**config.mk**
```make
export PLATFORM = sky130hd
export DESIGN_NAME = fsk_tx_sequencer
export DESIGN_NICKNAME = d
export VERILOG_FILES = /design/src/rtl/fsk_tx_sequencer.sv
export SDC_FILE = /design/constraint.sdc
export NUM_CORES = 1
export LEC_CHECK = 0
export BUFFER_PORTS_ARGS = -buffer_cell sky130_fd_sc_hd__buf_2
export CORE_ASPECT_RATIO = 1.25
export CORE_MARGIN = 5
export CORE_UTILIZATION = 58
export CTS_CLUSTER_SIZE = 24
export DETAILED_ROUTE_END_ITERATION = 7
export GPL_ROUTABILITY_DRIVEN = 0
export PLACE_DENSITY_LB_ADDON = 0.1
export SYNTH_ARGS = -nofsm -noshare
export SYNTH_HDL_FRONTEND = slang
export SYNTH_SLANG_ARGS = --single-unit
```
**constraint.sdc**
```tcl
create_clock -name mainclk -period 2.2 [get_ports mainclk]
set_input_delay 0.44 -clock mainclk [delete_from_list [all_inputs] [get_ports mainclk]]
set_output_delay 0.44 -clock mainclk [all_outputs]
set_load 0.005 [all_outputs]
```
**src/rtl/fsk_tx_sequencer.sv**
```systemverilog
// FSK frame sequencer: preamble, start, 8 data bits LSB first, even parity, stop.
// Drives the mark/space carrier select for an external modulator, one symbol per BIT_CYCLES.
module fsk_tx_sequencer #(
  parameter int unsigned BIT_CYCLES    = 2304,
  parameter int unsigned PREAMBLE_BITS = 8
) (
  input  logic       mainclk,
  input  logic       reset,
  input  logic [7:0] tx_data,
  input  logic       tx_valid,
  output logic       tx_ready,
  input  logic       abort,
  output logic       carrier_en,
  output logic       carrier_sel,
  output logic       bit_strobe,
  output logic       busy,
  output logic       frame_done
);

  localparam int unsigned CW = (BIT_CYCLES > 1) ? $clog2(BIT_CYCLES) : 1;

  typedef enum logic [2:0] {
    StIdle,
    StPreamble,
    StStart,
    StData,
    StParity,
    StStop
  } state_e;

  state_e        state_q;
  logic [CW-1:0] cyc_q;
  logic [3:0]    sym_q;
  logic [7:0]    data_q;
  logic          parity_q;
  logic          last_cyc;

  assign last_cyc   = (cyc_q == CW'(BIT_CYCLES - 1));
  assign busy       = (state_q != StIdle);
  assign tx_ready   = (state_q == StIdle) && !abort && reset;
  assign bit_strobe = busy && (cyc_q == '0);
  // Combinational so that an abort on the final stop cycle can still cancel the pulse.
  assign frame_done = (state_q == StStop) && last_cyc && !abort;

  always_ff @(posedge mainclk or negedge reset) begin
    if (!reset) begin
      state_q     <= StIdle;
      cyc_q       <= '0;
      sym_q       <= '0;
      data_q      <= '0;
      parity_q    <= 1'b0;
      carrier_en  <= 1'b0;
      carrier_sel <= 1'b1;
    end else if (busy && abort) begin
      state_q     <= StIdle;
      cyc_q       <= '0;
      sym_q       <= '0;
      carrier_en  <= 1'b0;
      carrier_sel <= 1'b1;
    end else if (state_q == StIdle) begin
      if (tx_valid && tx_ready) begin
        state_q     <= StPreamble;
        cyc_q       <= '0;
        sym_q       <= '0;
        data_q      <= tx_data;
        parity_q    <= ^tx_data;
        carrier_en  <= 1'b1;
        carrier_sel <= 1'b1;
      end
    end else if (!last_cyc) begin
      cyc_q <= cyc_q + 1'b1;
    end else begin
      cyc_q <= '0;
      // Symbol boundary: load the carrier for the symbol that starts next cycle.
      unique case (state_q)
        StPreamble: begin
          if (sym_q == 4'(PREAMBLE_BITS - 1)) begin
            state_q     <= StStart;
            sym_q       <= '0;
            carrier_sel <= 1'b0;
          end else begin
            sym_q       <= sym_q + 1'b1;
            carrier_sel <= sym_q[0];
          end
        end
        StStart: begin
          state_q     <= StData;
          sym_q       <= '0;
          carrier_sel <= data_q[0];
        end
        StData: begin
          data_q <= data_q >> 1;
          if (sym_q == 4'd7) begin
            state_q     <= StParity;
            sym_q       <= '0;
            carrier_sel <= parity_q;
          end else begin
            sym_q       <= sym_q + 1'b1;
            carrier_sel <= data_q[1];
          end
        end
        StParity: begin
          state_q     <= StStop;
          carrier_sel <= 1'b1;
        end
        StStop: begin
          state_q     <= StIdle;
          sym_q       <= '0;
          carrier_en  <= 1'b0;
          carrier_sel <= 1'b1;
        end
        StIdle: begin
          state_q <= StIdle;
        end
      endcase
    end
  end

endmodule

```
Yosys cells after proc, flatten, opt, wreduce, memory -nomap -nowiden
Index checks and enable logic that the tools add are counted.
{"block": "op_classes", "n_mux": 32, "n_reduce_logical": 27, "add_sub_neg": 2, "bitwise_logic": 1, "eq_ne": 11}
{"op": "12-bit two-way mux", "n": 4}
{"op": "8-bit two-way mux", "n": 4}
{"op": "4-bit two-way mux", "n": 5}
{"op": "3-bit two-way mux", "n": 6}
{"op": "3-bit case mux with 5 select lines", "n": 1}
{"op": "12-bit by 1-bit adder with 12-bit output (second input constant)", "n": 1}
{"op": "12-bit equality test (second input constant)", "n": 1}
{"op": "12-bit zero test", "n": 1}
{"op": "3-bit AND reduction", "n": 4}
{"op": "1-bit two-way mux", "n": 10}
{"op": "3-bit nonzero test", "n": 3}
{"op": "4-bit inequality test (second input constant)", "n": 2}
{"op": "4-bit case mux with 2 select lines", "n": 1}
{"op": "4-bit AND reduction", "n": 2}
{"op": "8-bit parity", "n": 1}
{"op": "1-bit logical AND", "n": 7}
{"op": "3-bit by 2-bit equality test with 1-bit output (second input constant)", "n": 2}
{"op": "3-bit equality test (second input constant)", "n": 2}
{"op": "6-bit nonzero test", "n": 1}
{"op": "2-bit OR reduction", "n": 3}
{"op": "4-bit by 1-bit adder with 4-bit output (second input constant)", "n": 1}
{"op": "4-bit by 3-bit equality test with 1-bit output (second input constant)", "n": 1}
{"op": "1-bit case mux with 4 select lines", "n": 1}
{"op": "2-bit nonzero test", "n": 2}
{"op": "other kinds (7)", "n": 7}
{"block": "totals", "register_bits": 30, "elab_cells": 80}

Longest topological paths before layout
Gate-level depths: netlist (run 1).
{"block": "depth", "depth_word": 7, "depth_mapped": 7, "ltp_nobuf": 6}

Worst setup path after synthesis (run 1)
OpenSTA, ideal clock, no wires.
{"block": "synth_path", "kind": "reg2reg", "startpoint": "reg cyc_q[0]", "endpoint": "reg sym_q[2]", "t_arrival_ns": 1.636, "required_time_ns": 2.074, "setup_slack_ns": 0.438, "stages_incl_launch_ff": 7, "path_cell_list": "dfrtp_1 > ha_1 > and3_1 > nand4_4 > o21ai_1 > o31ai_1 > a221o_1"}
{"block": "synth_via", "elab_chain_len": 3}
{"element": "from (decl)", "line": "32", "text": "logic [CW-1:0] cyc_q;"}
{"element": "from (signal assigned)", "line": "71", "text": "cyc_q <= cyc_q + 1'b1;"}
{"element": "12-bit equality test", "line": "38", "text": "assign last_cyc = (cyc_q == CW'(BIT_CYCLES - 1));"}
{"element": "3-bit nonzero test (no source line)"}
{"element": "3-bit AND reduction (no source line)"}
{"element": "to (signal assigned)", "line": "82", "text": "sym_q <= sym_q + 1'b1;"}
{"element": "to (signal assigned)", "line": "98", "text": "sym_q <= sym_q + 1'b1;"}
{"element": "to (decl)", "line": "33", "text": "logic [3:0] sym_q;"}
No other way between the ends.
A chain may end at the register's enable or synchronous reset.

Worst setup path after layout (run 1)
{"block": "layout_path", "startpoint": "reg state_q[0]", "endpoint": "out tx_ready"}
{"block": "layout_via", "elab_chain_len": 3}
{"element": "from (decl)", "line": "31", "text": "state_e state_q;"}
{"element": "from (signal assigned)", "line": "47", "text": "state_q <= StIdle;"}
{"element": "from (signal assigned)", "line": "55", "text": "state_q <= StIdle;"}
{"element": "from (signal assigned)", "line": "62", "text": "state_q <= StPreamble;"}
{"element": "3-bit zero test", "line": "40", "text": "assign tx_ready = (state_q == StIdle) && !abort && reset;"}
{"element": "1-bit logical AND (2 in series)", "line": "40"}
{"element": "to (decl)", "line": "11", "text": "output logic tx_ready,"}
No other way between the ends.

==> results of run 1 <==
==> worst paths after layout <==
| kind | slack, ns | endpoint | depth (start not counted) | from |
|---|---|---|---|---|
| worst min-delay path | 0.12 | cyc_q[6] | 2 | reset |
| worst max register to register | 0.18 | sym_q[2] | 5 | cyc_q[8] |
| max in group asynchronous | 1.73 | carrier_sel | 2 | reset |
| min in group mainclk | 0.35 | data_q[7] | 2 | tx_data[7] |
| worst min register to register | 0.48 | data_q[0] | 1 | data_q[0] |
| worst max-delay path | 0.14 | tx_ready | 4 | state_q[0] |
==> area by class of cell <==
type	count	area, µm²	share of cell area [%]
Sequential cell	30	754	36.3
Timing Repair Buffer	29	175	8.44
Clock inverter	3	40.0	1.93
Inverter	7	26.3	1.27
Tap cell	36	45.0	2.17
Multi-Input combinational cell	144	997	48.0
Clock buffer	5	37.5	1.81
==> registers in the layout (all words and copies together), names as in the netlist <==
register	cells
state_q	3
sym_q	4
cyc_q	12
data_q	8
carrier_en	1
parity_q	1
carrier_sel	1
==> kinds of logic after synthesis <==
group	after synthesis	synth area share, %
simple gates	72	23.9
compound gates	51	19.5
flops	30	42.1
buf+inv	14	3.29
xor+xnor	13	6.37
mux	5	2.87
fa+ha+maj	3	2.10
==> per-layer routing <==
metal  routed length, µm  track usage, %  part of all wire (%)
met1                1660            24.7                    41
met2                2090            35.9                    52
met3                 179            5.34                   4.5
met4                  72            8.37                   1.8
met5                   0               0                     0
==> layout by cell type (no fill, tap or decap), types with 2 or more instances in the layout <==
cell type,instances
sky130_fd_sc_hd__nor2_1,16
sky130_fd_sc_hd__clkbuf_4,5
sky130_fd_sc_hd__ha_1,2
sky130_fd_sc_hd__mux2i_1,4
sky130_fd_sc_hd__nor4_1,2
sky130_fd_sc_hd__nand2b_1,2
sky130_fd_sc_hd__dfrtp_2,2
sky130_fd_sc_hd__and3_1,4
sky130_fd_sc_hd__nor3_1,7
sky130_fd_sc_hd__buf_4,12
sky130_fd_sc_hd__nor3b_1,2
sky130_fd_sc_hd__a22o_1,8
sky130_fd_sc_hd__nor4_2,2
sky130_fd_sc_hd__or2_2,2
sky130_fd_sc_hd__clkinv_2,2
sky130_fd_sc_hd__nand3_1,6
sky130_fd_sc_hd__or3_1,2
sky130_fd_sc_hd__a21o_1,9
sky130_fd_sc_hd__xnor2_1,12
sky130_fd_sc_hd__dfrtp_1,27
sky130_fd_sc_hd__nor2b_1,4
sky130_fd_sc_hd__a21oi_1,8
sky130_fd_sc_hd__o31ai_1,2
sky130_fd_sc_hd__nand2_1,13
sky130_fd_sc_hd__o21ai_0,13
sky130_fd_sc_hd__inv_1,6
sky130_fd_sc_hd__buf_2,17
==> power by group through the flow <==
stage / logic (mW) / registers [mW] / clock network (mW)
final: 0.721 / 0.816 / 0.441
after global routing: 0.804 / 0.841 / 0.472
after CTS: 0.719 / 0.810 / 0.444
after detailed placement: 0.687 / 0.828 / 0
after global placement: 0.659 / 0.819 / 0
after floorplan: 0.510 / 0.785 / 0
==> through the flow <==
stage	hold slack, ns	std cells	setup WS, ns	util [%]	area, µm²
6_report	0.116	254	0.140	70.5	2080
5_1_grt	0.133	254	0.0145	70.5	2080
3_3_place_gp	0.460	243	0.256	66.3	1950
2_1_floorplan	0.144	188	0.438	-	1790
4_1_cts	0.124	254	0.0422	70.2	2070
3_5_place_dp	0.468	243	0.176	66.3	1950
==> what timing repair did <==
action | CTS | global route
gates resized for setup | 5 | 2
gates cloned | 0 | 0
setup buffers | 4 | 0
endpoints found under the setup margin | 1 | 3
hold endpoints to repair | 0 | 0
pin swaps | 1 | 2
==> impl_summary.md, run 1 <==
Outcome
The flow ran to the end, and the final reports show no timing, DRC or antenna violations.

Timing
The number of endpoints failing setup at the final stage is 0. The achievable clock frequency is 485 MHz. The time the final worst path needs with I/O delays and setup is just over 2 ns. Dividing the final minimum period by the clock period gives between 90% and 100%. The measured slew at the worst slew-check pin is 0.566 ns.

The total negative setup slack is 0 ns. In this run the tightest slew margin relative to its limit is 62.0%. The clock arrives with about 0.025 ns of skew. The total count of max-transition violations in the final report was 0. Setup repair after global routing left no endpoint under its margin.

The final hold violation count was 0.

Power
The switching part of the total power is 36.3%. The cell leakage power is between 0.9 and 1 nW. The internal power summed over all cells is ~1.3 mW. Of the total power, registers draw between 40% and 50%.

Combinational logic is responsible for 36.4% of the overall power. The net switching power figure is roughly 0.7 mW. In this run the power density over the cells is between 900 and 1000 nW/µm². The clock network burns around 22% of the power. The total power after layout is between 1.5 and 2 mW. IR analysis of the VDD net gives a maximum drop of 1.02 mV.

GRT
The total track usage is a little over a fifth. The via count of the first global-routing pass is 1,590. The number of antenna violations at the first check in global routing came to 0. The wire length of the first global-routing pass is around 7.0 mm. Entering global routing, the biggest net connects 33 pins. The total overflow left after global routing is 0.

Logic synthesis
The cell with the most instances after synthesis is sky130_fd_sc_hd__dfrtp_1. The most used flip-flop cell after synthesis is sky130_fd_sc_hd__dfrtp_1. Counting distinct cell types in the post-synthesis netlist gives between 40 and 50. For this run, the register share of the synthesized area comes to 42.1%. The cell count after synthesis came out at about 190.

In this run, synthesis produced a sequential element count of 30. Sorting the synthesized cells by how often they occur yields sky130_fd_sc_hd__dfrtp_1, sky130_fd_sc_hd__nor2_1, sky130_fd_sc_hd__nand2_1, sky130_fd_sc_hd__o21ai_0, sky130_fd_sc_hd__xnor2_1. The largest area contributor in the netlist is sky130_fd_sc_hd__dfrtp_1. The fraction of registers with async set or reset after synthesis is between 90% and 100%. The mean post-synth cell area is around 9.5 µm². After synthesis, the cell types taking the most area are sky130_fd_sc_hd__dfrtp_1, sky130_fd_sc_hd__xnor2_1, sky130_fd_sc_hd__a22o_1, sky130_fd_sc_hd__a21o_1, sky130_fd_sc_hd__o21ai_0. Counting every net in the synthesized netlist gives roughly 200.

Summed over its instances, the top area cell type makes up between 40% and 50% of the synthesized netlist area. The number of warnings reported in the yosys synthesis log is 0. The synthesized netlist occupies a cell area of between 1500 and 2000 µm². The number of flops mapped to enable cells by yosys is 0.

Critical path
The largest single stage delay on the critical path is 0.51 ns. The highest-delay cell along the critical path is sky130_fd_sc_hd__dfrtp_1. The critical path in this run is classified as reg -> out. Data arrives at the worst endpoint at between 1.5 and 2 ns.

The worst endpoint required time is 1.76 ns. Traced cell by cell, the critical path runs through nor3_4, inv_2, nor3b_1, buf_2. Broken down by cell family, the worst path's largest delay share belongs to flip-flops. Of all nets on the critical path, the largest fanout is 9. The critical path contains buffers and inverters numbering 2 combined. The kind of end point of the critical path is an output port. STA classifies the critical path startpoint as a register.

Clock network
The buffer levels on the longest clock path is 2. Clock-pin slew was measured on the worst setup and hold paths at between 0.1 and 0.15 ns. The clock sink count is 30. The number of hold buffers added after CTS is 0. The clock tree synthesis step divided the H-tree into 2 levels. The cell at the root of the clock tree is sky130_fd_sc_hd__clkbuf_4. The CTS tree is yes. The number of buffers added by the clock tree synthesis step is 5. The clock latency of the later-clocked register in the worst-skew pair is 0.34 ns.

Place
The number of buffers inserted by port buffering is 17. After legalization and detailed placement, the total HPWL measured between 2 and 3 mm.

Detailed routing
The via-per-instance ratio is ~6.1. The vias after detailed routing is 1,543. The first detailed-routing pass took 5 iterations. The routed design has about 4 mm of wire. The remaining design rule violation count is 0. The remaining number of nets flagged by the antenna check after routing is 0. The count of routing violations after the opening detailed-route iteration is slightly above 70. Dividing the detail-routed wire length by the instance count gives roughly 16 µm.

Layout
The number of fill cells in the layout is ~250. Cells with a size suffix above 1 make up between 20% and 30% of the layout. The growth of design area from synthesis to finish is 16.1%. The number of antenna diodes in the final layout is 0. The final layout net count is around 230.

Floorplanning
Pin placement for this block handled 18 I/O pins. The initial utilization of the core area, before any placement, comes to about 61%. The core area is 2950 µm². In this run the core area contains 22 standard-cell rows. The overall die height is slightly above 70 µm. The die boundary width is approximately 60 µm. The total die area is ~4300 µm².

Run
The tool flagged a number of max-cap violations equal to 0.

Hold path
The tightest min-delay check is of the in -> async type.
(Power assumes the default switching activity.)
==> run 2, diff against run 1 <==
--- a/config.mk
+++ b/config.mk
@@ -5,14 +5,16 @@
 export SDC_FILE = /design/constraint.sdc
 export NUM_CORES = 1
 export LEC_CHECK = 0
+export ABC_AREA = 1
 export BUFFER_PORTS_ARGS = -buffer_cell sky130_fd_sc_hd__buf_2
 export CORE_ASPECT_RATIO = 1.25
 export CORE_MARGIN = 5
-export CORE_UTILIZATION = 58
+export CORE_UTILIZATION = 59
 export CTS_CLUSTER_SIZE = 24
 export DETAILED_ROUTE_END_ITERATION = 7
 export GPL_ROUTABILITY_DRIVEN = 0
 export PLACE_DENSITY_LB_ADDON = 0.1
+export REMOVE_ABC_BUFFERS = 1
 export SYNTH_ARGS = -nofsm -noshare
 export SYNTH_HDL_FRONTEND = slang
 export SYNTH_SLANG_ARGS = --single-unit
==> run 2 against run 1 <==
Against the previous run:
- final cell count is 40% higher
- first-iteration DRC count increased by 69%
- critical path depth increased by 2
- non-clock buffer count fell by 9
- global-route usage about the same
- sequential share of layout area fell by 3.1 points
- final area grew 8.9%
- synthesized cell count grew 56%
- fmax down 2.0%
- core utilization is 4.4 points lower
- clock-buffer cell count up 2
- die area grew 11%
- largest power group is now combinational cells
==> impl_summary.md, run 2 <==
Logic synthesis
The largest area contributor in the netlist is sky130_fd_sc_hd__dfrtp_1. The register bit total from synthesis is 30 (unchanged). The most used flip-flop cell after synthesis is sky130_fd_sc_hd__dfrtp_1. The commonest cells after synthesis are sky130_fd_sc_hd__nand2_1, sky130_fd_sc_hd__nand3_1, sky130_fd_sc_hd__dfrtp_1, sky130_fd_sc_hd__inv_1, sky130_fd_sc_hd__nor2_1. The mean post-synth cell area is 7.00 µm² (-26%). By instance count, the leading cell after synthesis is sky130_fd_sc_hd__nand2_1.

The gate count of the mapped netlist was 294 (+56%). The proportion of synthesized chip area in sequential cells came to 36.5% (-5.5 points). The area of the mapped netlist came to 2060 µm² (+15%).

The number of flops mapped to enable cells by yosys was 0 (unchanged). The number of distinct standard cells referenced by the synthesized netlist is 29 (-41%). The area share of the leading cell type in the synthesized netlist came to 35.3% (-5.3 points).

Ranked by total cell area, the synthesized netlist is headed by sky130_fd_sc_hd__dfrtp_1, sky130_fd_sc_hd__nand2_1, sky130_fd_sc_hd__nand3_1, sky130_fd_sc_hd__inv_1, sky130_fd_sc_hd__nor2_1. The fraction of registers with async set or reset after synthesis is 100% (unchanged). The number of warnings reported in the yosys synthesis log came to 0 (unchanged).

Critical path
The critical path goes through ha_1, nand2_1, nor2_2, nand3_1, nor3_1, buf_2. The buffers plus inverters on the worst setup path was 1 (-1). The worst endpoint required time is 1.76 ns (about the same). The critical path start-end classification is reg -> out. The largest fanout of any net on the critical path was 5 (-4). The highest-delay cell along the critical path is sky130_fd_sc_hd__dfrtp_1. The arrival time at the worst endpoint is 1.66 ns (+0.04 ns). The kind of end point of the critical path is an output port. STA classifies the critical path startpoint as a register. The largest stage delay on the critical path is 0.40 ns (-0.11 ns). The gate family responsible for the most delay along the worst path is simple AND/OR/NAND/NOR gates.

Layout
The fraction of final layout cells sized beyond drive strength 1 is 15.2% (-9.6 points). The area used by sequential logic in the layout came to 752 µm² (-0.33%). The number of fill cells in the layout is 332 (+35%). The final layout net count is 330 (+42%).

In the final layout, the registers with the most flip-flops are cyc_q (12), data_q (8), sym_q (4). Leaving out fill and tap cells, the most frequent cell in the layout is sky130_fd_sc_hd__nand2_1. The multi-input combinational cell area is 1130 µm² (+14%). The library cells used most frequently in the layout, excluding fill and tap cells, are sky130_fd_sc_hd__nand2_1, sky130_fd_sc_hd__nand3_1, sky130_fd_sc_hd__inv_1, sky130_fd_sc_hd__dfrtp_1, sky130_fd_sc_hd__nor2_1. Compared with the post-synthesis result, the final layout area differs by 9.85%.

More flip-flops sit in one register than any other, and that register is cyc_q. The flip-flop count of the largest register after layout was 12 (unchanged). The antenna cell count is 0 (unchanged). The core occupancy in the finished layout is 66.0% (-4.4 points).

Timing
The worst clock skew on the final layout came to 0.00842 ns (-0.0166 ns). The achievable clock frequency is 476 MHz (-2.0%). The final critical-path setup slack is 0.0970 ns (-0.0427 ns). Setup repair after global routing left no endpoint under its margin. The number of endpoints failing setup at the final stage is 0 (unchanged).

The post-route clock period utilization was 95.6% (+1.9 points). The total negative setup slack is 0 ns (unchanged). The time the final worst path needs with I/O delays and setup is 2.10 ns (+0.0427 ns).

The total count of max-transition violations in the final report was 0 (unchanged). The relative slew slack is 63.6% (+1.7 points). The final hold violation count is 0 (unchanged). The final hold slack came to 0.201 ns (+0.0848 ns). The measured slew at the worst slew-check pin is 0.544 ns (-0.0222 ns).

GRT
The global-route met1 utilization came to 25.8% (+1.1 points). The overflow left after global routing came to 0 (unchanged). The global routing usage on met3 is 5.31% (-0.028 points). The total track usage was 21.1% (about the same). The pin count of the biggest net entering global routing is 31 (-6.1%). The via count of the first global-routing pass came to 1,812 (+14%). The number of antenna violations at the first check in global routing is 0 (unchanged). The wire length of the first global-routing pass is 8.09 mm (+15%).

The layer with the highest usage is met2. The met2 capacity usage during global routing is 35.5% (-0.46 points).

Detailed routing
The final wirelength is 4.60 mm (+15%). The via-per-instance ratio was 5.35 (-12%). The count of routing violations after the opening detailed-route iteration was 122 (+69%).

The vias after detailed routing was 1,900 (+23%). The number of detailed-route iterations in the first pass is 5 (unchanged). The remaining design rule violation count came to 0 (unchanged). The average wire per standard cell is 13.0 µm (-18%). The remaining number of nets flagged by the antenna check after routing is 0 (unchanged).

Floorplanning
The overall die height is 76.0 µm (+5.5%). The total die area came to 4780 µm² (+11%). The starting density of the core is 60.1% (-0.58 points).

The floorplan row count is 24 (+9.1%). The count of boundary I/O pins is 18 (unchanged). The core area is 3420 µm² (+16%). The die boundary width was 62.8 µm (+5.3%).

Place
The detailed-placement wirelength estimate came to 3.43 mm (+20%). The number of buffers inserted by port buffering is 17 (unchanged). The placement-stage worst setup slack came to 0.388 ns (+0.212 ns).

Clock network
The number of post-CTS setup repair buffers is 0 (-4). The clock sink count is 30 (unchanged). The number of resized instances in the post-cts repair step was 0 (-5). The CTS tree is yes. The clock latency of the later-clocked register in the worst-skew pair is 0.29 ns (-0.05 ns).

The number of buffers added by the clock tree synthesis step was 5 (unchanged). The H-tree depth came to 2 (unchanged). The clock-pin slew of the registers on the worst-case setup and hold paths was 0.07 ns (-0.04 ns). The buffer levels on the longest clock path was 2 (unchanged).

The number of hold buffers added after CTS is 0 (unchanged). The cell at the root of the clock tree is sky130_fd_sc_hd__clkbuf_8.

Power
The internal power summed over all cells is 1.43 mW (+13%). The net switching power figure is 1.26 mW (+76%). The total power after layout is 2.69 mW (+36%).

The cell leakage power is 1.18 nW (+19%). The sequential group share of total power is 32.6% (-8.7 points). The maximum vdd ir drop is 0.802 mV (-22%).

The share of power burned in combinational logic is 50.2% (+14 points). The switching part of the total power is 46.9% (+11 points). The share of total power in the clock network is 17.2% (-5.1 points). The power per standard cell area was 1190 nW/µm² (+25%).

Outcome
The flow ran to the end, and the final reports show no timing, DRC or antenna violations.

Hold path
The path class of the lowest-slack min-delay path is in -> async.

Run
The number of maximum-capacitance constraint violations was 0 (unchanged).
run 2: cell types whose count changed after synthesis, sizes merged, moves of 7 or more:
cell,before,now
nand2,13,117
inv,7,33
nand3,6,31
nor2,16,28
a21o,9,0
a22o,8,0
nand4,1,8
run 2: logic make-up after synthesis:
family	count (synthesis)	synth area share (%)
compound gates	22	6.38
flops	30	36.5
buf+inv	39	8.45
simple gates	188	41.7
xor+xnor	12	5.11
fa+ha+maj	3	1.82
run 2: layout make-up:
cell class | instances | share of cell area, %
sequential | 30 | 33.3
tap | 39 | 2.16
multi-input combinational | 225 | 50.1
timing repair buffer | 20 | 4.76
clock inverter | 1 | 0.221
clock buffer | 7 | 3.82
inverter | 33 | 5.70
run 2: power groups by stage:
stage / Combinational (mW) / Clock [mW] / Sequential [mW]
6_report: 1.35 / 0.462 / 0.874
5_1_grt: 1.52 / 0.509 / 0.904
4_1_cts: 1.36 / 0.471 / 0.872
3_5_place_dp: 1.36 / 0 / 0.878
3_3_place_gp: 1.34 / 0 / 0.877
2_1_floorplan: 1.01 / 0 / 0.844
run 2: final timing paths:
path	slack, ns	end	cells past startpoint	start
worst min register to register	0.47	data_q[1]	2	data_q[1]
worst max register to register	0.47	sym_q[1]	7	state_q[2]
worst max-delay path	0.1	frame_done	6	cyc_q[0]
worst min-delay path	0.20	state_q[1]	2	reset
min in group mainclk	0.41	data_q[7]	3	tx_data[7]
max in group asynchronous	1.69	carrier_sel	2	reset
run 2: through the flow:
stage | std cells | instance area [µm²]
final | 355 | 2260
after global routing | 355 | 2260
after detailed placement | 347 | 2170
after floorplan | 288 | 2010
after global placement | 347 | 2170
after CTS | 355 | 2260
run 2: metal layers:
metal	vias up	routed length (µm)
met4	0	94
met5	-	0
met1	882	1980
li1	970	-
met3	9	183
met2	39	2350
==> run 3, diff against run 2 <==
--- a/config.mk
+++ b/config.mk
@@ -14,6 +14,7 @@
 export DETAILED_ROUTE_END_ITERATION = 7
 export GPL_ROUTABILITY_DRIVEN = 0
 export PLACE_DENSITY_LB_ADDON = 0.1
+export RECOVER_POWER = 50
 export REMOVE_ABC_BUFFERS = 1
 export SYNTH_ARGS = -nofsm -noshare
 export SYNTH_HDL_FRONTEND = slang
==> run 3 against run 2 <==
Against the previous run:
- the flow now finishes with violations (max-capacitance violations, max-slew violations)
- critical endpoint unchanged
- global-route usage did not move
- critical path depth did not move
- clock-buffer cell count did not move
- worst hold slack improved by 0.21 ns
==> impl_summary.md, run 3 (synthesis results as in run 2) <==
Outcome
The flow ran to the end, but the final reports show violations. The final reports fail on max-capacitance violations, max-slew violations.

Detailed routing
The met1 wire length came to 2.00 mm (+1.3%). The count of routing violations after the opening detailed-route iteration is 113 (-7.4%). The total met3 wirelength after detailed routing is 168 µm (-8.2%). The remaining number of nets flagged by the antenna check after routing is 0 (unchanged).

The number of detailed-route iterations in the first pass is 4 (-1). The met2 wire length was 2.34 mm (-0.17%). The final wirelength is 4.61 mm (+0.13%). The vias after detailed routing came to 1,889 (-0.58%). The top layer reached by signal wires is met4. The remaining design rule violation count is 0 (unchanged). The average wire per standard cell is 13.0 µm (+0.13%). The via-per-instance ratio is 5.32 (-0.58%).

Timing
The final hold slack is 0.414 ns (+0.213 ns). The final critical-path setup slack is 0.0987 ns (+0.00169 ns). The total negative setup slack is 0 ns (unchanged). The measured slew at the worst slew-check pin is 1.62 ns (+1.08 ns).

The relative slew slack is -8.06% (-72 points). The worst clock skew on the final layout is 0.00938 ns (+0.000960 ns). The time the final worst path needs with I/O delays and setup is 2.10 ns (-0.00169 ns). The number of endpoints failing setup at the final stage is 0 (unchanged).

The final hold violation count is 0 (unchanged). Setup repair after global routing left no endpoint under its margin. The total count of max-transition violations in the final report is 31 (+31). The post-route clock period utilization is 95.5% (about the same). The achievable clock frequency is 476 MHz (about the same).

Layout
The final layout net count was 330 (unchanged). The fraction of final layout cells sized beyond drive strength 1 came to 13.9% (-1.3 points). The multi-input combinational cell area is 1130 µm² (unchanged). In the final layout, the registers with the most flip-flops are cyc_q (12), data_q (8), sym_q (4).

The number of fill cells in the layout came to 332 (unchanged). In the layout the commonest cells are sky130_fd_sc_hd__nand2_1, sky130_fd_sc_hd__nand3_1, sky130_fd_sc_hd__inv_1, sky130_fd_sc_hd__dfrtp_1, sky130_fd_sc_hd__nor2_1. The growth of design area from synthesis to finish is 9.54%. The non-filler instance count after layout is 355 (unchanged). The area used by sequential logic in the layout was 752 µm² (unchanged).

The most common cell after layout, fill and taps aside is sky130_fd_sc_hd__nand2_1. The final cell area excluding filler cells came to 2250 µm² (-0.28%). The antenna cell count is 0 (unchanged). The register with the most flip-flops in the final layout is cyc_q. The flip-flop count of the largest register after layout came to 12 (unchanged). The core occupancy in the finished layout is 65.9% (-0.18 points).

Floorplanning
The count of boundary I/O pins is 18 (unchanged). The overall die height is 76.0 µm (unchanged). The total die area was 4780 µm² (unchanged). The die boundary width is 62.8 µm (unchanged). The core area was 3420 µm² (unchanged).

The floorplan row count is 24 (unchanged). The starting density of the core is 60.1% (unchanged).

Critical path
The worst endpoint required time is 1.76 ns (about the same). The buffers plus inverters on the worst setup path is 1 (unchanged). The arrival time at the worst endpoint is 1.66 ns (about the same). The worst reg-to-reg path cell count is 7 (unchanged). The worst setup path is of the reg -> out kind. The largest fanout of any net on the critical path is 5 (unchanged). The kind of end point of the critical path is an output port. The logic depth of the worst setup path including buffers is 6 (unchanged).

The largest stage delay on the critical path was 0.40 ns (about the same). The gate family responsible for the most delay along the worst path is simple AND/OR/NAND/NOR gates. The reg2reg setup slack is 0.46 ns (about the same). The slowest stage of the critical path is the sky130_fd_sc_hd__dfrtp_1 cell.

The launching element type of the critical path is a register. Traced cell by cell, the critical path runs through ha_1, nand2_1, nor2_2, nand3_1, nor3_1, buf_2.

Clock network
The CTS tree is yes. The H-tree depth is 2 (unchanged). The clock sink count is 30 (unchanged). The clock latency of the later-clocked register in the worst-skew pair was 0.29 ns (about the same). The number of buffers added by the clock tree synthesis step was 5 (unchanged).

The number of post-CTS setup repair buffers was 0 (unchanged). The number of resized instances in the post-cts repair step is 0 (unchanged). The cell at the root of the clock tree is sky130_fd_sc_hd__clkbuf_8. The buffer levels on the longest clock path came to 2 (unchanged). The clock-pin slew of the registers on the worst-case setup and hold paths is 0.06 ns (about the same).

The number of hold buffers added after CTS is 0 (unchanged).

Hold path
In this run the worst hold path is classified as in -> reg. Counting instances, the worst hold path has a depth of 3.

Place
The number of buffers inserted by port buffering is 17 (unchanged). The placed instance area is 2170 µm² (unchanged). The number of instances in the placed design is 347 (unchanged).

The placement-stage worst setup slack is 0.388 ns (unchanged). The detailed-placement wirelength estimate is 3.43 mm (unchanged).

Run
The number of maximum-capacitance constraint violations is 1 (+1).

GRT
The overflow left after global routing was 0 (unchanged). The number of antenna violations at the first check in global routing was 0 (unchanged). The total track usage is 21.1% (unchanged). The wire length of the first global-routing pass is 8.09 mm (unchanged). The pin count of the biggest net entering global routing was 31 (unchanged). The via count of the first global-routing pass was 1,812 (unchanged).

Power
The cell leakage power came to 1.17 nW (-0.92%). The maximum vdd ir drop came to 0.793 mV (-1.1%). The total power after layout is 2.68 mW (-0.18%).

The power per standard cell area is 1190 nW/µm² (+0.10%).
-- run 3: cell types whose count changed in the layout (fill, tap and decap cells not counted) --
cell / before / now
sky130_fd_sc_hd__clkbuf_1: 1 / 4
sky130_fd_sc_hd__dfstp_2: 1 / 0
sky130_fd_sc_hd__buf_2: 17 / 15
sky130_fd_sc_hd__dfstp_1: 0 / 1
sky130_fd_sc_hd__buf_4: 3 / 2
-- run 3: final cells by class --
cell class	count	share of cell area, %
well taps	39	2.16
inverters	33	5.72
repair buffers	20	4.50
clock buffers	7	3.83
clock inverters	1	0.222
multi-input cells	225	50.2
flip-flops and latches	30	33.4
-- run 3: tightest hold or removal path: stages --
cell	delay, ns
sky130_fd_sc_hd__buf_2	0.12
sky130_fd_sc_hd__nand2_1	0.06
sky130_fd_sc_hd__nand2_1	0.05
-- run 3: power breakdown --
group	leakage [nW]	switching (mW)	internal (mW)
registers	0.394	0.157	0.715
clock network	0.0482	0.211	0.252
logic	0.725	0.892	0.453
total	1.17	1.26	1.42
-- run 3: metal layers --
metal,vias up,global-route usage [%]
met5,-,0
met4,0,7.64
met3,9,5.31
met2,26,35.5
met1,885,25.8
li1,969,-
-- run 3: final timing paths --
kind / from / end
worst max-delay path: cyc_q[0] / frame_done
worst min-delay path: tx_data[7] / data_q[7]
worst max register to register: state_q[2] / sym_q[1]
worst min register to register: data_q[1] / data_q[1]
max in group asynchronous: reset / data_q[6]
min in group asynchronous: reset / state_q[1]
